`src/rtl/text_writer_pkg.sv`:
```
// ---------------------------------------------------------------------------
// text_writer_pkg
// Shared definitions for the text writer: default screen geometry, the fill
// character, the control codes the writer understands, the FSM state
// encoding and a small helper that classifies printable characters.
// No ports (package).
// ---------------------------------------------------------------------------
package text_writer_pkg;

    localparam int         DEF_COLS  = 40;
    localparam int         DEF_ROWS  = 25;
    localparam logic [7:0] DEF_BLANK = 8'h20;

    localparam logic [7:0] CR = 8'h0D;
    localparam logic [7:0] LF = 8'h0A;
    localparam logic [7:0] BS = 8'h08;
    localparam logic [7:0] FF = 8'h0C;

    typedef enum logic [1:0] {
        IDLE         = 2'd0,
        CLEAR        = 2'd1,
        SCROLL_COPY  = 2'd2,
        SCROLL_BLANK = 2'd3
    } state_t;

    // Characters 0x20..0x7E are drawn on screen; everything else is a
    // control code or ignored.
    function automatic logic isPrintable(input logic [7:0] ch);
        return (ch >= 8'h20) && (ch <= 8'h7E);
    endfunction

endpackage

```
`src/rtl/text_writer_if.sv`:
```
// ---------------------------------------------------------------------------
// text_writer_if
// Bundles the character input handshake, the text RAM write and read ports
// and the status outputs of the text writer.
//   in_valid/in_char/in_ready : character stream handshake
//   wr_en/wr_addr/wr_data     : text RAM write port
//   rd_addr/rd_data           : text RAM read port (scroll source, 1-cycle latency)
//   cursor_col/cursor_row     : current cursor position
//   busy                      : clear or scroll in progress
// Modport slave is the writer's view, master is the producer/RAM side view.
// ---------------------------------------------------------------------------
interface text_writer_if;

    logic       in_valid;
    logic [7:0] in_char;
    logic       in_ready;
    logic       wr_en;
    logic [9:0] wr_addr;
    logic [7:0] wr_data;
    logic [9:0] rd_addr;
    logic [7:0] rd_data;
    logic [5:0] cursor_col;
    logic [4:0] cursor_row;
    logic       busy;

    modport slave (
        input  in_valid, in_char, rd_data,
        output in_ready, wr_en, wr_addr, wr_data, rd_addr,
               cursor_col, cursor_row, busy
    );

    modport master (
        output in_valid, in_char, rd_data,
        input  in_ready, wr_en, wr_addr, wr_data, rd_addr,
               cursor_col, cursor_row, busy
    );

endinterface

```
`src/rtl/text_writer_cursor.sv`:
```
// ---------------------------------------------------------------------------
// text_writer_cursor
// Holds the cursor column, row and the linear text RAM address of the cursor
// cell. The address is tracked incrementally next to a row base register so
// no multiplier is needed.
//   clk, reset          : clock, synchronous active-high reset
//   i_home              : move to (0,0)
//   i_advance           : step right after a printable, wrapping to next row
//   i_cr, i_lf, i_bs    : carriage return, line feed, backspace
//   o_col, o_row, o_addr: cursor position and linear address
//   o_lastCol, o_lastRow: cursor sits in the last column / last row
// On the last row a wrap or line feed keeps the row; the caller scrolls.
// ---------------------------------------------------------------------------
module text_writer_cursor #(
    parameter int COLS = 40,
    parameter int ROWS = 25
) (
    input  logic       clk,
    input  logic       reset,
    input  logic       i_home,
    input  logic       i_advance,
    input  logic       i_cr,
    input  logic       i_lf,
    input  logic       i_bs,
    output logic [5:0] o_col,
    output logic [4:0] o_row,
    output logic [9:0] o_addr,
    output logic       o_lastCol,
    output logic       o_lastRow
);

    localparam logic [5:0] LAST_COL = 6'(COLS - 1);
    localparam logic [4:0] LAST_ROW = 5'(ROWS - 1);
    localparam logic [9:0] ROW_STEP = 10'(COLS);

    logic [5:0] r_col;
    logic [4:0] r_row;
    logic [9:0] r_rowBase;
    logic [9:0] r_addr;
    logic       w_lastCol;
    logic       w_lastRow;

    assign w_lastCol = (r_col == LAST_COL);
    assign w_lastRow = (r_row == LAST_ROW);

    // Cursor update. Reset and home dominate. A printable in the last column
    // behaves like a line feed; on the last row the row is kept because the
    // screen content moves up instead.
    always_ff @(posedge clk) begin
        if (reset || i_home) begin
            r_col     <= '0;
            r_row     <= '0;
            r_rowBase <= '0;
            r_addr    <= '0;
        end else if (i_advance && !w_lastCol) begin
            r_col  <= r_col + 6'd1;
            r_addr <= r_addr + 10'd1;
        end else if (i_advance || i_lf) begin
            r_col <= '0;
            if (w_lastRow) begin
                r_addr <= r_rowBase;
            end else begin
                r_row     <= r_row + 5'd1;
                r_rowBase <= r_rowBase + ROW_STEP;
                r_addr    <= r_rowBase + ROW_STEP;
            end
        end else if (i_cr) begin
            r_col  <= '0;
            r_addr <= r_rowBase;
        end else if (i_bs && (r_col != 6'd0)) begin
            r_col  <= r_col - 6'd1;
            r_addr <= r_addr - 10'd1;
        end
    end

    assign o_col     = r_col;
    assign o_row     = r_row;
    assign o_addr    = r_addr;
    assign o_lastCol = w_lastCol;
    assign o_lastRow = w_lastRow;

endmodule

```
`src/rtl/text_writer.sv`:
```
// ---------------------------------------------------------------------------
// text_writer
// Accepts a character stream and writes it into the text RAM scanned by the
// video generator. Handles CR, LF, BS and FF, clears the screen after reset
// and on FF, and scrolls the screen up one row when output runs past the
// last row.
//   clk   : system clock
//   reset : synchronous active-high reset
//   bus   : text_writer_if.slave (handshake, RAM write/read ports, cursor,
//           busy)
// All interface outputs come straight from registers.
// ---------------------------------------------------------------------------
module text_writer
    import text_writer_pkg::*;
#(
    parameter int         COLS  = DEF_COLS,
    parameter int         ROWS  = DEF_ROWS,
    parameter logic [7:0] BLANK = DEF_BLANK
) (
    input logic          clk,
    input logic          reset,
    text_writer_if.slave bus
);

    localparam logic [9:0] LAST_ADDR = 10'(COLS * ROWS - 1);
    localparam logic [9:0] LAST_COPY = 10'((ROWS - 1) * COLS - 1);
    localparam logic [9:0] FIRST_SRC = 10'(COLS);

    state_t     r_state;
    logic [9:0] r_idx;
    logic       r_wrEn;
    logic [9:0] r_wrAddr;
    logic [7:0] r_wrData;
    logic [9:0] r_rdAddr;
    logic       r_rdIssued;
    logic       r_dataValid;
    logic       r_inReady;
    logic       r_busy;

    logic       w_accept;
    logic       w_printable;
    logic       w_isCr;
    logic       w_isLf;
    logic       w_isBs;
    logic       w_isFf;
    logic       w_scrollReq;
    logic       w_home;
    logic [5:0] w_col;
    logic [4:0] w_row;
    logic [9:0] w_curAddr;
    logic       w_lastCol;
    logic       w_lastRow;

    assign w_accept    = (r_state == IDLE) && r_inReady && bus.in_valid;
    assign w_printable = isPrintable(bus.in_char);
    assign w_isCr      = (bus.in_char == CR);
    assign w_isLf      = (bus.in_char == LF);
    assign w_isBs      = (bus.in_char == BS);
    assign w_isFf      = (bus.in_char == FF);

    // Output runs past the bottom either by a printable in the very last
    // cell or by a line feed anywhere on the last row.
    assign w_scrollReq = w_accept &&
                         ((w_printable && w_lastCol && w_lastRow) ||
                          (w_isLf && w_lastRow));

    // The cursor returns home together with the final clear write, so it
    // stays where it was for the whole clear triggered by FF.
    assign w_home = (r_state == CLEAR) && (r_idx == LAST_ADDR);

    text_writer_cursor #(
        .COLS (COLS),
        .ROWS (ROWS)
    ) u_cursor (
        .clk       (clk),
        .reset     (reset),
        .i_home    (w_home),
        .i_advance (w_accept && w_printable),
        .i_cr      (w_accept && w_isCr),
        .i_lf      (w_accept && w_isLf),
        .i_bs      (w_accept && w_isBs),
        .o_col     (w_col),
        .o_row     (w_row),
        .o_addr    (w_curAddr),
        .o_lastCol (w_lastCol),
        .o_lastRow (w_lastRow)
    );

    // Main FSM with all RAM and handshake outputs registered.
    // r_idx is the write destination for clear, scroll copy and scroll blank;
    // the copy phase continues straight into the blank phase at the next row.
    // The copy pipeline: r_rdIssued marks a cycle whose rd_addr is a real
    // read, r_dataValid marks the following cycle where rd_data holds it,
    // and that data is registered onto the write port.
    // IDLE spends one cycle raising in_ready after a clear or scroll, so
    // in_ready never overlaps the final BLANK write.
    always_ff @(posedge clk) begin
        if (reset) begin
            r_state     <= CLEAR;
            r_idx       <= '0;
            r_wrEn      <= 1'b0;
            r_wrAddr    <= '0;
            r_wrData    <= BLANK;
            r_rdAddr    <= '0;
            r_rdIssued  <= 1'b0;
            r_dataValid <= 1'b0;
            r_inReady   <= 1'b0;
            r_busy      <= 1'b1;
        end else begin
            r_wrEn <= 1'b0;
            case (r_state)
                CLEAR: begin
                    r_wrEn   <= 1'b1;
                    r_wrAddr <= r_idx;
                    r_wrData <= BLANK;
                    if (r_idx == LAST_ADDR) begin
                        r_state <= IDLE;
                        r_idx   <= '0;
                    end else begin
                        r_idx <= r_idx + 10'd1;
                    end
                end

                IDLE: begin
                    if (!r_inReady) begin
                        r_inReady <= 1'b1;
                        r_busy    <= 1'b0;
                    end else if (w_accept) begin
                        if (w_printable) begin
                            r_wrEn   <= 1'b1;
                            r_wrAddr <= w_curAddr;
                            r_wrData <= bus.in_char;
                        end
                        if (w_scrollReq) begin
                            r_state     <= SCROLL_COPY;
                            r_idx       <= '0;
                            r_rdAddr    <= FIRST_SRC;
                            r_rdIssued  <= 1'b1;
                            r_dataValid <= 1'b0;
                            r_inReady   <= 1'b0;
                            r_busy      <= 1'b1;
                        end else if (w_isFf) begin
                            r_state   <= CLEAR;
                            r_idx     <= '0;
                            r_inReady <= 1'b0;
                            r_busy    <= 1'b1;
                        end
                    end
                end

                SCROLL_COPY: begin
                    r_dataValid <= r_rdIssued;
                    if (r_rdIssued) begin
                        if (r_rdAddr == LAST_ADDR) begin
                            r_rdIssued <= 1'b0;
                        end else begin
                            r_rdAddr <= r_rdAddr + 10'd1;
                        end
                    end
                    if (r_dataValid) begin
                        r_wrEn   <= 1'b1;
                        r_wrAddr <= r_idx;
                        r_wrData <= bus.rd_data;
                        r_idx    <= r_idx + 10'd1;
                        if (r_idx == LAST_COPY) begin
                            r_state <= SCROLL_BLANK;
                        end
                    end
                end

                SCROLL_BLANK: begin
                    r_wrEn   <= 1'b1;
                    r_wrAddr <= r_idx;
                    r_wrData <= BLANK;
                    if (r_idx == LAST_ADDR) begin
                        r_state <= IDLE;
                        r_idx   <= '0;
                    end else begin
                        r_idx <= r_idx + 10'd1;
                    end
                end

                default: begin
                    r_state <= CLEAR;
                    r_idx   <= '0;
                end
            endcase
        end
    end

    assign bus.in_ready   = r_inReady;
    assign bus.wr_en      = r_wrEn;
    assign bus.wr_addr    = r_wrAddr;
    assign bus.wr_data    = r_wrData;
    assign bus.rd_addr    = r_rdAddr;
    assign bus.cursor_col = w_col;
    assign bus.cursor_row = w_row;
    assign bus.busy       = r_busy;

endmodule

```
`src/flat_wrapper.sv`:
```
// flat-port wrapper written by rule: the top's interface ports become plain ports
module text_writer_flat import text_writer_pkg::*;
#(
    parameter int         COLS  = DEF_COLS,
    parameter int         ROWS  = DEF_ROWS,
    parameter logic [7:0] BLANK = DEF_BLANK
)
  (clk, reset, bus_in_valid, bus_in_char, bus_rd_data, bus_in_ready, bus_wr_en, bus_wr_addr, bus_wr_data, bus_rd_addr, bus_cursor_col, bus_cursor_row, bus_busy);
  text_writer_if bus_i ();
  input logic clk;
  input logic reset;
  input wire logic [$bits(bus_i.in_valid)-1:0] bus_in_valid;
  input wire logic [$bits(bus_i.in_char)-1:0] bus_in_char;
  input wire logic [$bits(bus_i.rd_data)-1:0] bus_rd_data;
  output wire logic [$bits(bus_i.in_ready)-1:0] bus_in_ready;
  output wire logic [$bits(bus_i.wr_en)-1:0] bus_wr_en;
  output wire logic [$bits(bus_i.wr_addr)-1:0] bus_wr_addr;
  output wire logic [$bits(bus_i.wr_data)-1:0] bus_wr_data;
  output wire logic [$bits(bus_i.rd_addr)-1:0] bus_rd_addr;
  output wire logic [$bits(bus_i.cursor_col)-1:0] bus_cursor_col;
  output wire logic [$bits(bus_i.cursor_row)-1:0] bus_cursor_row;
  output wire logic [$bits(bus_i.busy)-1:0] bus_busy;
  assign bus_i.in_valid = bus_in_valid;
  assign bus_i.in_char = bus_in_char;
  assign bus_i.rd_data = bus_rd_data;
  assign bus_in_ready = bus_i.in_ready;
  assign bus_wr_en = bus_i.wr_en;
  assign bus_wr_addr = bus_i.wr_addr;
  assign bus_wr_data = bus_i.wr_data;
  assign bus_rd_addr = bus_i.rd_addr;
  assign bus_cursor_col = bus_i.cursor_col;
  assign bus_cursor_row = bus_i.cursor_row;
  assign bus_busy = bus_i.busy;
  text_writer #(.COLS(COLS), .ROWS(ROWS), .BLANK(BLANK)) u_core (.clk(clk), .reset(reset), .bus(bus_i));
endmodule
```
`config.mk`:
```
export PLATFORM = sky130hd
export DESIGN_NAME = text_writer_flat
export DESIGN_NICKNAME = d
export VERILOG_FILES = /design/src/rtl/text_writer_pkg.sv /design/src/rtl/text_writer_if.sv /design/src/rtl/text_writer_cursor.sv /design/src/rtl/text_writer.sv /design/src/flat_wrapper.sv
export SDC_FILE = /design/constraint.sdc
export NUM_CORES = 1
export LEC_CHECK = 0
export BUFFER_PORTS_ARGS = -buffer_cell sky130_fd_sc_hd__buf_2
export CAP_MARGIN = 10
export CORE_MARGIN = 2
export CORE_UTILIZATION = 54
export CTS_BUF_LIST = sky130_fd_sc_hd__clkbuf_2
export DETAILED_ROUTE_END_ITERATION = 8
export GPL_TIMING_DRIVEN = 1
export MAX_ROUTING_LAYER = met4
export PLACE_DENSITY = 0.79
export REMOVE_ABC_BUFFERS = 1
export SYNTH_ARGS = -nofsm -noshare
export SYNTH_HDL_FRONTEND = slang
export SYNTH_SLANG_ARGS = --single-unit
```
`constraint.sdc`:
```
create_clock -name clk -period 2 [get_ports clk]
set_clock_uncertainty 0.15 [all_clocks]
set_input_delay 0.2 -clock clk [delete_from_list [all_inputs] [get_ports clk]]
set_output_delay 0.2 -clock clk [all_outputs]
set_load 0.02 [all_outputs]
```
==> flow_summary.json <==
{
  "cts_root_buffer": "clkbuf_2",
  "vdd_drop_max_mv": 0.297,
  "max_cap_viol_count": 0,
  "via_per_inst": 6.34,
  "failed_checks": "negative hold slack, negative setup slack",
  "core_um2": 7690,
  "dpl-instance-area_um2": 5330,
  "hold_ws_ps": -6.34,
  "period_minus_slack_ps": 2120,
  "required_ps": 2310,
  "synth_top_cell_area_share_pct": 34.4,
  "synth_seq_cells": 73,
  "areaGrowthSynthToFinish_pct": 41.8,
  "fmax_ghz": 0.471,
  "drcViolationCount": 0,
  "yosysTopAreaCell": "dfxtp_1",
  "crit_chain": "or2_1 -> nor2_2 -> buf_4 -> and3_4 -> nor4_1 -> a31o_2 -> o31a_1",
  "synth.most_common_cell": "dfxtp_1",
  "yosysSeqAreaShare_pct": 34.4,
  "grt_pass1_wl_mm": 21.9,
  "routed_wl_mm": 15.0,
  "ant_nets": 0,
  "place_ws_ps": -382,
  "path_clk_slew_ps": 260,
  "total_leakage_power_nw": 2.48,
  "power_density_nw_per_um2": 478,
  "grt_max_degree": 25,
  "clockBufferDepth": 2,
  "die_y_um": 92.8,
  "netlist_top_cells_area": "dfxtp_1 (34%), nor2_1 (5.5%), nand2_1 (4.8%)",
  "num_vias": 5090,
  "tightest_slew_ps": 512,
  "insertion_delay_ps": 600,
  "cp.arrival_ps": 2430,
  "fin_area_um2": 6030,
  "start_kind": "flip-flop",
  "syn_area_um2": 4250,
  "drive_gt1_share_pct": 39.5,
  "synthArstFlopShare_pct": 0,
  "path_delay_family": "simple AND/OR/NAND/NOR gates",
  "synth_edf_count": 0,
  "gp_congestion": 0.989,
  "grt_pass1_vias": 4550,
  "grt_use_total_pct": 32.5,
  "htreeDepth": 3,
  "clock_sinks": 73,
  "relSlewSlack_pct": 65.9,
  "grt.overflow.total": 0,
  "die_w_um": 92.8,
  "fillers": 512,
  "crit_buf_inv": 1,
  "min_period_over_period_pct": 106,
  "drt_first_iter_violations": 586,
  "post-dp-hpwl_mm": 8.91,
  "ys_types": 68,
  "synth_warnings": 0,
  "ios": 61,
  "status": "complete, but fails checks",
  "post-place-cells": 766,
  "drt-pass1-iter-count": 7,
  "nNetsFinal": 725,
  "setup_viol": 33,
  "initial_core_util_pct": 55.3,
  "slew_violations": 0,
  "synth_commonest_cells": "dfxtp_1 (73), nor2_1 (62), nand2_1 (54), a21oi_1 (39), clkbuf_1 (28)",
  "setup_slack_ps": -121,
  "cts_buffers": 9,
  "row_count": 32,
  "antennaDiodeCount": 0,
  "syn_avg_cell_area_um2": 7.89,
  "criticalPathCategory": "flip-flop to flip-flop",
  "critical_path.slowest_cell": "dfxtp_4",
  "wl_per_cell_um": 18.7,
  "fin_tns_setup_ps": -1450,
  "die_area_um2": 8600,
  "synthCells": 539,
  "slowest_delay_ps": 420,
  "hold_viol": 1,
  "rsz0062_at_grt": "true",
  "cp-end-kind": "flip-flop",
  "port_buffers": 60,
  "antenna_found_initial": 0,
  "worst-path-max-fanout": 5,
  "cts_tree": "yes",
  "yosys_most_used_dff": "dfxtp_1",
  "stdcell_count": 803,
  "hold_path.class": "input pin to flip-flop"
}
sequential cells by signal (all words and copies together), names as in the netlist, 5 cells and up:
name                       count
u_core.bus.rd_addr            10
u_core.bus.wr_addr            10
u_core.r_idx                  10
u_core.u_cursor.o_addr        10
u_core.bus.wr_data             8
u_core.u_cursor.r_rowBase      7
u_core.u_cursor.o_col          6
u_core.u_cursor.o_row          5
power by group:
group | internal (mW) | total [mW] | switching, mW | leakage [nW]
combinational | 0.258 | 0.593 | 0.335 | 1.82
sequential | 1.51 | 1.54 | 0.0317 | 0.598
clock | 0.160 | 0.754 | 0.594 | 0.0576
worst register-to-register path, delay by kind of cell, from the launching register on:
| kind | cells | cell delay, ps |
|---|---|---|
| flops | 1 | 420 |
| compound gates | 2 | 490 |
| simple gates | 4 | 740 |
| buf+inv | 1 | 180 |
final timing paths:
check | end | start | depth (start not counted) | slack, ps
setup / recovery | u_core.u_cursor.o_addr[8] | u_core.r_state[0] | 7 | -120
hold / removal | u_core.bus.wr_data[4] | bus_in_char[4] | 5 | -6
setup reg to reg | u_core.u_cursor.o_addr[8] | u_core.r_state[0] | 7 | -120
hold reg to reg | u_core.bus.rd_addr[1] | u_core.bus.rd_addr[1] | 2 | 350
layer usage:
metal,vias to the layer above,global-route usage [%],wire length [um]
met3,71,6.27,1240
li1,2295,-,-
met5,-,-,0
met2,325,52.7,7340
met4,0,12.6,549
met1,2399,40.1,5910
layout make-up:
type,instances,area [um2],share of cell area (%)
Sequential cell,73,1490,24.7
Multi-Input combinational cell,419,2960,49.0
Clock inverter,7,47.5,0.788
Inverter,13,53.8,0.892
Clock buffer,9,45.0,0.747
Timing Repair Buffer,180,1310,21.8
Tap cell,102,128,2.12
per-stage QoR:
step	util [%]	power, mW
after floorplan	-	1.81
after global placement	69.4	2.05
after detailed placement	69.4	2.06
after CTS	75.1	2.82
after global routing	78.5	3.01
final	78.5	2.89
repair_timing:
item / CTS / global route
pin swaps: 19 / 18
buffers inserted: 4 / 5
endpoints found under the setup margin: 33 / 56
resized for setup: 50 / 62
gates cloned: 0 / 2
hold endpoints to repair: 24 / 0
hold buffers: 14 / 0
cell families after synthesis:
kind of cell / share of synthesized area, %
compound gates: 20.9
xor+xnor: 6.59
fa+ha+maj: 2.94
buf+inv: 4.38
flops: 34.4
mux: 3.35
simple gates: 27.5
cells in the final DEF, fill, tap and decap left out, types with 9 or more instances in the layout:
cell	instances
xor2_1	16
a311oi_1	9
dfxtp_1	58
mux2i_1	12
xnor2_1	15
buf_4	92
nor2_1	55
buf_2	61
a21oi_1	33
nand4_1	10
dfxtp_2	12
or3_1	10
o21ai_0	21
nand2_1	50
nor3_1	10
dlygate4sd3_1	11
nand3_1	20
clkbuf_2	9
buf_6	13
No activity file was read; power rests on OpenSTA's default activity.
